**src/rtl/if_stage_pkg.sv**
```systemverilog
// Shared fetch-stage constants: default widths, reset fetch address and the NOP encoding.
package if_stage_pkg;

    localparam int unsigned IF_ADDR_W_DEF = 32;
    localparam int unsigned IF_DATA_W_DEF = 32;
    localparam logic [31:0] IF_RESET_PC_DEF = 32'h0000_0000;
    localparam logic [31:0] IF_NOP_INST = 32'h0000_0013;
    localparam int unsigned IF_PC_STEP = 4;

endpackage

```
**src/rtl/if_stage_if.sv**
```systemverilog
// Fetch-stage bus: ROM fetch port, execute redirect, and the valid/ready hand-off to decode.
interface if_stage_if #(
    parameter int unsigned ADDR_W = 32,
    parameter int unsigned DATA_W = 32
);
    logic [ADDR_W-1:0] if_rom_pc_o;
    logic [DATA_W-1:0] if_rom_inst_i;
    logic              if_jump_en_i;
    logic [ADDR_W-1:0] if_jump_addr_i;
    logic              if_id_valid_o;
    logic              if_id_ready_i;
    logic [ADDR_W-1:0] if_id_pc_o;
    logic [DATA_W-1:0] if_id_inst_o;
    logic              if_misalign_o;

    modport master (
        output if_rom_pc_o,
        input  if_rom_inst_i,
        input  if_jump_en_i,
        input  if_jump_addr_i,
        output if_id_valid_o,
        input  if_id_ready_i,
        output if_id_pc_o,
        output if_id_inst_o,
        output if_misalign_o
    );

    modport slave (
        input  if_rom_pc_o,
        output if_rom_inst_i,
        output if_jump_en_i,
        output if_jump_addr_i,
        input  if_id_valid_o,
        output if_id_ready_i,
        input  if_id_pc_o,
        input  if_id_inst_o,
        input  if_misalign_o
    );
endinterface

```
**src/rtl/if_fifo.sv**
```systemverilog
// Two-entry {pc, inst} buffer with the head held in entry 0 so outputs come straight from flops.
// Latency: push visible at head the next cycle when empty. Backpressure: push is dropped when full without a same-cycle pop.
// Clear empties the buffer in one cycle; reset also loads the head with a NOP.
module if_fifo
    import if_stage_pkg::*;
#(
    parameter int unsigned ADDR_W = 32,
    parameter int unsigned DATA_W = 32
) (
    input  logic              clk,
    input  logic              rst,
    input  logic              clear,
    input  logic              push,
    input  logic              pop,
    input  logic [ADDR_W-1:0] push_pc,
    input  logic [DATA_W-1:0] push_inst,
    output logic [ADDR_W-1:0] head_pc,
    output logic [DATA_W-1:0] head_inst,
    output logic              full,
    output logic              empty,
    output logic [1:0]        count
);

    logic [ADDR_W-1:0] pc0, pc1;
    logic [DATA_W-1:0] inst0, inst1;
    logic              pop_q;
    logic              push_q;

    assign full   = (count == 2'd2);
    assign empty  = (count == 2'd0);
    assign pop_q  = pop && !empty;
    assign push_q = push && (!full || pop_q);

    always_ff @(posedge clk) begin
        if (rst) begin
            count <= 2'd0;
            pc0   <= '0;
            inst0 <= DATA_W'(IF_NOP_INST);
            pc1   <= '0;
            inst1 <= DATA_W'(IF_NOP_INST);
        end else if (clear) begin
            count <= 2'd0;
        end else begin
            case ({push_q, pop_q})
                2'b10: begin
                    if (count == 2'd0) begin
                        pc0   <= push_pc;
                        inst0 <= push_inst;
                    end else begin
                        pc1   <= push_pc;
                        inst1 <= push_inst;
                    end
                    count <= count + 2'd1;
                end
                2'b01: begin
                    pc0   <= pc1;
                    inst0 <= inst1;
                    count <= count - 2'd1;
                end
                2'b11: begin
                    // Count unchanged: with one entry the new word becomes head, with two it shifts in behind.
                    if (count == 2'd1) begin
                        pc0   <= push_pc;
                        inst0 <= push_inst;
                    end else begin
                        pc0   <= pc1;
                        inst0 <= inst1;
                        pc1   <= push_pc;
                        inst1 <= push_inst;
                    end
                end
                default: ;
            endcase
        end
    end

    assign head_pc   = pc0;
    assign head_inst = inst0;

endmodule

```
**src/rtl/if_stage.sv**
```systemverilog
// Instruction fetch: PC register drives a combinational ROM; fetched words queue in a 2-entry buffer toward decode.
// Latency: fetch-to-valid 1 cycle; redirect-to-valid 2 cycles. Backpressure: PC and buffer hold while full and decode not ready.
// Build option IF_MISALIGN_CHK_EN flags redirects whose target has nonzero low bits.
module if_stage
    import if_stage_pkg::*;
#(
    parameter logic [31:0] RESET_PC = IF_RESET_PC_DEF,
    parameter int unsigned ADDR_W   = IF_ADDR_W_DEF,
    parameter int unsigned DATA_W   = IF_DATA_W_DEF
) (
    input  logic clk,
    input  logic rst,
    if_stage_if.master bus
);

    logic [ADDR_W-1:0] pc;
    logic [ADDR_W-1:0] jump_tgt;
    logic              push;
    logic              pop;
    logic              full;
    logic              empty;
    logic [1:0]        count;

    assign jump_tgt = bus.if_jump_addr_i & ~ADDR_W'(3);
    assign pop      = bus.if_id_valid_o && bus.if_id_ready_i;
    // A redirect kills the word currently on the ROM bus.
    assign push     = !bus.if_jump_en_i && (!full || pop);

    always_ff @(posedge clk) begin
        if (rst) begin
            pc <= ADDR_W'(RESET_PC);
        end else if (bus.if_jump_en_i) begin
            pc <= jump_tgt;
        end else if (push) begin
            pc <= pc + ADDR_W'(IF_PC_STEP);
        end
    end

    if_fifo #(
        .ADDR_W (ADDR_W),
        .DATA_W (DATA_W)
    ) u_fifo (
        .clk       (clk),
        .rst       (rst),
        .clear     (bus.if_jump_en_i),
        .push      (push),
        .pop       (pop),
        .push_pc   (pc),
        .push_inst (bus.if_rom_inst_i),
        .head_pc   (bus.if_id_pc_o),
        .head_inst (bus.if_id_inst_o),
        .full      (full),
        .empty     (empty),
        .count     (count)
    );

    assign bus.if_rom_pc_o   = pc;
    assign bus.if_id_valid_o = !empty;

`ifdef IF_MISALIGN_CHK_EN
    logic misalign;

    always_ff @(posedge clk) begin
        if (rst) begin
            misalign <= 1'b0;
        end else begin
            misalign <= bus.if_jump_en_i && (bus.if_jump_addr_i[1:0] != 2'b00);
        end
    end

    assign bus.if_misalign_o = misalign;
`else
    assign bus.if_misalign_o = 1'b0;
`endif

endmodule
```
**src/flat_wrapper.sv**
```systemverilog
// flat-port wrapper written by rule: the top's interface ports become plain ports
module if_stage_flat import if_stage_pkg::*;
#(
    parameter logic [31:0] RESET_PC = IF_RESET_PC_DEF,
    parameter int unsigned ADDR_W   = IF_ADDR_W_DEF,
    parameter int unsigned DATA_W   = IF_DATA_W_DEF
)
  (clk, rst, bus_if_rom_pc_o, bus_if_rom_inst_i, bus_if_jump_en_i, bus_if_jump_addr_i, bus_if_id_valid_o, bus_if_id_ready_i, bus_if_id_pc_o, bus_if_id_inst_o, bus_if_misalign_o);
  if_stage_if #(.ADDR_W(ADDR_W), .DATA_W(DATA_W)) bus_i ();
  input  logic clk;
  input  logic rst;
  output wire logic [$bits(bus_i.if_rom_pc_o)-1:0] bus_if_rom_pc_o;
  input wire logic [$bits(bus_i.if_rom_inst_i)-1:0] bus_if_rom_inst_i;
  input wire logic [$bits(bus_i.if_jump_en_i)-1:0] bus_if_jump_en_i;
  input wire logic [$bits(bus_i.if_jump_addr_i)-1:0] bus_if_jump_addr_i;
  output wire logic [$bits(bus_i.if_id_valid_o)-1:0] bus_if_id_valid_o;
  input wire logic [$bits(bus_i.if_id_ready_i)-1:0] bus_if_id_ready_i;
  output wire logic [$bits(bus_i.if_id_pc_o)-1:0] bus_if_id_pc_o;
  output wire logic [$bits(bus_i.if_id_inst_o)-1:0] bus_if_id_inst_o;
  output wire logic [$bits(bus_i.if_misalign_o)-1:0] bus_if_misalign_o;
  assign bus_if_rom_pc_o = bus_i.if_rom_pc_o;
  assign bus_i.if_rom_inst_i = bus_if_rom_inst_i;
  assign bus_i.if_jump_en_i = bus_if_jump_en_i;
  assign bus_i.if_jump_addr_i = bus_if_jump_addr_i;
  assign bus_if_id_valid_o = bus_i.if_id_valid_o;
  assign bus_i.if_id_ready_i = bus_if_id_ready_i;
  assign bus_if_id_pc_o = bus_i.if_id_pc_o;
  assign bus_if_id_inst_o = bus_i.if_id_inst_o;
  assign bus_if_misalign_o = bus_i.if_misalign_o;
  if_stage #(.RESET_PC(RESET_PC), .ADDR_W(ADDR_W), .DATA_W(DATA_W)) u_core (.clk(clk), .rst(rst), .bus(bus_i));
endmodule
```
**config.mk**
```make
export PLATFORM = sky130hd
export DESIGN_NAME = if_stage_flat
export DESIGN_NICKNAME = d
export VERILOG_FILES = /design/src/rtl/if_stage_pkg.sv /design/src/rtl/if_stage_if.sv /design/src/rtl/if_fifo.sv /design/src/rtl/if_stage.sv /design/src/flat_wrapper.sv
export SDC_FILE = /design/constraint.sdc
export NUM_CORES = 1
export LEC_CHECK = 0
export ABC_AREA = 1
export ABC_CLOCK_PERIOD_IN_PS = 2400
export BUFFER_PORTS_ARGS = -buffer_cell sky130_fd_sc_hd__buf_2
export CAP_MARGIN = 15
export CORE_MARGIN = 2
export CORE_UTILIZATION = 50
export DETAILED_ROUTE_END_ITERATION = 12
export PLACE_DENSITY = 0.77
export SLEW_MARGIN = 20
export SYNTH_ARGS = -nofsm -noshare
export SYNTH_HDL_FRONTEND = slang
export SYNTH_SLANG_ARGS = --single-unit
```
**constraint.sdc**
```tcl
create_clock -name clk -period 2.4 [get_ports clk]
set_input_delay 0.36 -clock clk [delete_from_list [all_inputs] [get_ports clk]]
set_output_delay 0.36 -clock clk [all_outputs]
set_load 0.1 [all_outputs]
```
==> run metrics <==
total clock buffers created by CTS=17; Clock Tree Root=sky130_fd_sc_hd__clkbuf_16; average cell area after synthesis=roughly 7 µm²; basic-gate share of the synthesized area counting and, or, nand and nor cells=between 20% and 30%; floorplan die area=16400 µm²; number of failing hold endpoints at the final stage=0; Wirelength per Cell=~15 µm; clk_lat worst skew=420 ps; largest stage delay on the critical path=around 330 ps; DRT Wirelength=between 20 and 25 mm; number of vias per cell=between 5 and 6; DP Wirelength=14.29 mm; Core Region=around 15000 µm²; peak supply drop=slightly below 600 µV; CP arrival=2670 ps; via count of the first global-routing pass=about 6800; required arrival time at the worst endpoint=2770 ps; crit path time final=around 2300 ps; # H-tree levels=4; I/O Pins=166; period utilisation layout=~95%; diodes inserted=0; share of the synthesized area in compound gates (AO/OA/AOI/OAI)=roughly a quarter; largest net degree at the start of global routing=a little under 90; count leader, synth=sky130_fd_sc_hd__inv_1; number of endpoints failing setup at the final stage=0; xor/xnor cell area share of the yosys netlist=under 10%; clock-pin slew reported for the worst setup and hold paths after clock tree synthesis=60 ps; DIE HEIGHT=roughly 130 µm; total iterations of the first detailed-routing run=5; critical path startpoint category=register; slowest stage cell on the critical path=sky130_fd_sc_hd__dfxtp_2; count of flip-flops with a built-in enable after synthesis=0; dominant combinational cell family by area after synthesis=compound AO/OA/AOI/OAI gates; Slew headroom=around two thirds; Achievable Freq=~0.44 GHz; multi-input gate area in the final layout=between 3000 and 4000 µm²; Seq cells post-synth=around 160; Final Max Tran Viols=0; DR DRC count=0; filler instances=roughly 1400; actual transition at the worst max-transition pin=519.9 ps; Placed Instance Area=8698 µm²; overall routing resource usage=between 20% and 30%; most area-hungry cell type in the Yosys netlist=sky130_fd_sc_hd__dfxtp_1; share of layout cells above drive strength 1=about 22%; CTS tree=done; via total after detailed routing=approximately 7700; initial antenna violation count=0; total grt overflow=0; worst setup path category=reg2reg; worst min path class=in2reg; Post-Synth Adder-Cell Area=1.301%; top post-synthesis cells by area=sky130_fd_sc_hd__dfxtp_1, sky130_fd_sc_hd__o21ai_0, sky130_fd_sc_hd__a21oi_1; Clock Tree Buf Depth=2; proportion of synthesized chip area in sequential cells=40.59%; Clock Sinks=around 160; global placer's final weighted congestion=around 0.95; CP Capture Type=register; post-layout net count=between 1000 and 1500; prevailing post-synth register cell=sky130_fd_sc_hd__dfxtp_1; number of hold buffers added after cts=0; combined flip-flop and latch cell area=between 3000 and 4000 µm²; mux contribution to synthesized area=0%; worst setup skew after layout=7.113 ps; leakage power=4.485 nW; Mapped Area=7695 µm²; worst path cell trace=inv_1 -> ha_4 -> inv_6 -> nand2_4 -> nand2_2 -> inv_2 -> nor2_4 -> ha_4 -> inv_1 -> o21bai_4 -> buf_12 -> buf_6 -> nand3_1 -> a211o_1 -> inv_1; antenna violation net count after detailed routing=0; buffer and inverter count on the worst path=7; CP most frequent cell=sky130_fd_sc_hd__inv_1; number of max-cap violations=0; die width=approximately 130 µm; Synth Instances=around 1100; total of buffers placed on input and output ports=between 150 and 200; Top Family by Delay on Critical Path=buffers and inverters; top post-synthesis cells by count=sky130_fd_sc_hd__inv_1, sky130_fd_sc_hd__dfxtp_1, sky130_fd_sc_hd__o21ai_0, sky130_fd_sc_hd__a21oi_1, sky130_fd_sc_hd__nand2_1; Unique masters post-synth=34; setup tns final=0 ps; outcome=completed; number of DRC violations after detailed-routing iteration 0=around 760; warning count from the yosys run=0; CP Max Fanout=9; first-pass GRT wire length=between 30 and 40 mm; row cnt=45; Power Density=a little over 800 nW/µm²; cell area after layout=around 9500 µm²; async set-or-reset flop fraction in the synthesized netlist=0%; Area Growth Syn to Fin=23.50%; Initial Utilization=between 50% and 60%; area share of the largest cell type after synthesis=between 40% and 50%
layout make-up:
type / instances / area share [%]
Multi-Input combinational cell: 700 / 38.38
Tap cell: 188 / 2.475
Timing Repair Buffer: 195 / 13.11
Inverter: 168 / 6.820
Clock buffer: 23 / 5.135
Sequential cell: 156 / 32.89
Clock inverter: 7 / 1.185
path summary, 6_finish.rpt:
| kind | depth (start not counted) | slack (ps) | startpoint | endpoint |
|---|---|---|---|---|
| worst max-delay path | 15 | 110 | u_core.u_fifo.count[0]$_SDFFE_PP0P_ | u_core.u_fifo.head_inst[13]$_SDFFE_PP0P_ |
| worst min-delay path | 3 | 180 | bus_if_rom_inst_i[0] | u_core.u_fifo.inst1[0]$_SDFFE_PP1P_ |
| worst max register to register | 15 | 110 | u_core.u_fifo.count[0]$_SDFFE_PP0P_ | u_core.u_fifo.head_inst[13]$_SDFFE_PP0P_ |
| worst min register to register | 2 | 480 | u_core.u_fifo.inst1[0]$_SDFFE_PP1P_ | u_core.u_fifo.inst1[0]$_SDFFE_PP1P_ |
kinds of logic (layout without fill, tap and decap cells):
family,Yosys count,after routing
adder cells (fa/ha/maj),8,8
AND/OR/NAND/NOR,334,334
other,1,5
buffers and inverters,243,393
AO/OA/AOI/OAI,343,343
XOR/XNOR,10,10
flip-flops,156,156
cell usage in the layout (no fill, tap or decap), types with 2 or more instances in the layout:
cell | synthesis | final
sky130_fd_sc_hd__nand4_1 | 2 | 2
sky130_fd_sc_hd__bufinv_16 | 0 | 3
sky130_fd_sc_hd__a21oi_2 | 3 | 3
sky130_fd_sc_hd__a21oi_1 | 145 | 145
sky130_fd_sc_hd__buf_4 | 10 | 21
sky130_fd_sc_hd__clkbuf_16 | 0 | 19
sky130_fd_sc_hd__inv_2 | 7 | 5
sky130_fd_sc_hd__inv_1 | 160 | 158
sky130_fd_sc_hd__buf_6 | 0 | 4
sky130_fd_sc_hd__buf_2 | 26 | 158
sky130_fd_sc_hd__nor2_8 | 3 | 3
sky130_fd_sc_hd__a31oi_1 | 10 | 10
sky130_fd_sc_hd__ha_4 | 0 | 2
sky130_fd_sc_hd__nor2_4 | 6 | 7
sky130_fd_sc_hd__buf_12 | 0 | 8
sky130_fd_sc_hd__nand2_4 | 4 | 4
sky130_fd_sc_hd__o21ai_1 | 8 | 31
sky130_fd_sc_hd__ha_2 | 0 | 2
sky130_fd_sc_hd__xor2_1 | 9 | 9
sky130_fd_sc_hd__clkbuf_1 | 35 | 2
sky130_fd_sc_hd__nor2_1 | 84 | 84
sky130_fd_sc_hd__nand3_2 | 4 | 4
sky130_fd_sc_hd__dfxtp_2 | 0 | 2
sky130_fd_sc_hd__clkbuf_8 | 0 | 4
sky130_fd_sc_hd__nand2_1 | 131 | 131
sky130_fd_sc_hd__ha_1 | 8 | 4
sky130_fd_sc_hd__inv_4 | 1 | 3
sky130_fd_sc_hd__nand2_2 | 4 | 4
sky130_fd_sc_hd__a211o_1 | 21 | 21
sky130_fd_sc_hd__o21ai_0 | 154 | 130
sky130_fd_sc_hd__nand3_1 | 91 | 91
sky130_fd_sc_hd__dfxtp_1 | 156 | 154
sky130_fd_sc_hd__conb_1 | 1 | 5
sky130_fd_sc_hd__clkinv_2 | 0 | 3
flip-flops by register name (all words and copies together) (netlist names):
register / count
u_core.u_fifo.head_inst: 32
u_core.u_fifo.inst1: 32
u_core.bus.if_rom_pc_o: 30
u_core.u_fifo.head_pc: 30
u_core.u_fifo.pc1: 30
u_core.u_fifo.count: 2
per-layer routing:
layer  GRT usage [%]  part of all wire, %
met5               0                    0
met4           8.662                  1.7
met3           4.967                  7.9
met2           42.37                   47
met1           34.46                   43
metrics by stage:
stage               setup WS [ps]  std cells  hold WS, ps  total power, W  util [%]
floorplan                   15.87       1099        442.8        0.004682         -
global placement            55.73       1398        454.0        0.005071     57.43
detailed placement         -38.75       1398        455.7        0.005098     57.43
CTS                         42.22       1429        163.4        0.007852     61.64
global route               -32.38       1437        186.2        0.008196     62.74
finish                      108.1       1437        182.6        0.007892     62.74
worst reg2reg max path, cell delays in order (launching register included):
cell,delay [ps]
sky130_fd_sc_hd__dfxtp_2,330
sky130_fd_sc_hd__inv_1,80
sky130_fd_sc_hd__ha_4,180
sky130_fd_sc_hd__inv_6,60
sky130_fd_sc_hd__nand2_4,70
sky130_fd_sc_hd__nand2_2,90
sky130_fd_sc_hd__inv_2,70
sky130_fd_sc_hd__nor2_4,210
sky130_fd_sc_hd__ha_4,160
sky130_fd_sc_hd__inv_1,80
sky130_fd_sc_hd__o21bai_4,170
sky130_fd_sc_hd__buf_12,160
sky130_fd_sc_hd__buf_6,150
sky130_fd_sc_hd__nand3_1,90
sky130_fd_sc_hd__a211o_1,300
sky130_fd_sc_hd__inv_1,40
power breakdown:
group / internal (W) / total, W / switching (W)
logic: 0.000480 / 0.00219 / 0.00171
clock network: 0.00173 / 0.00276 / 0.00103
registers: 0.00280 / 0.00295 / 0.000141
total: 0.00501 / 0.00789 / 0.00288
timing repair:
action                                  CTS  global route
endpoints found under the setup margin   45           124
gates cloned                              1             4
setup buffers                             0             4
pin swaps                                 0             7
resized for setup                         6            37
Note: power is estimated with default switching activity, not from simulation.
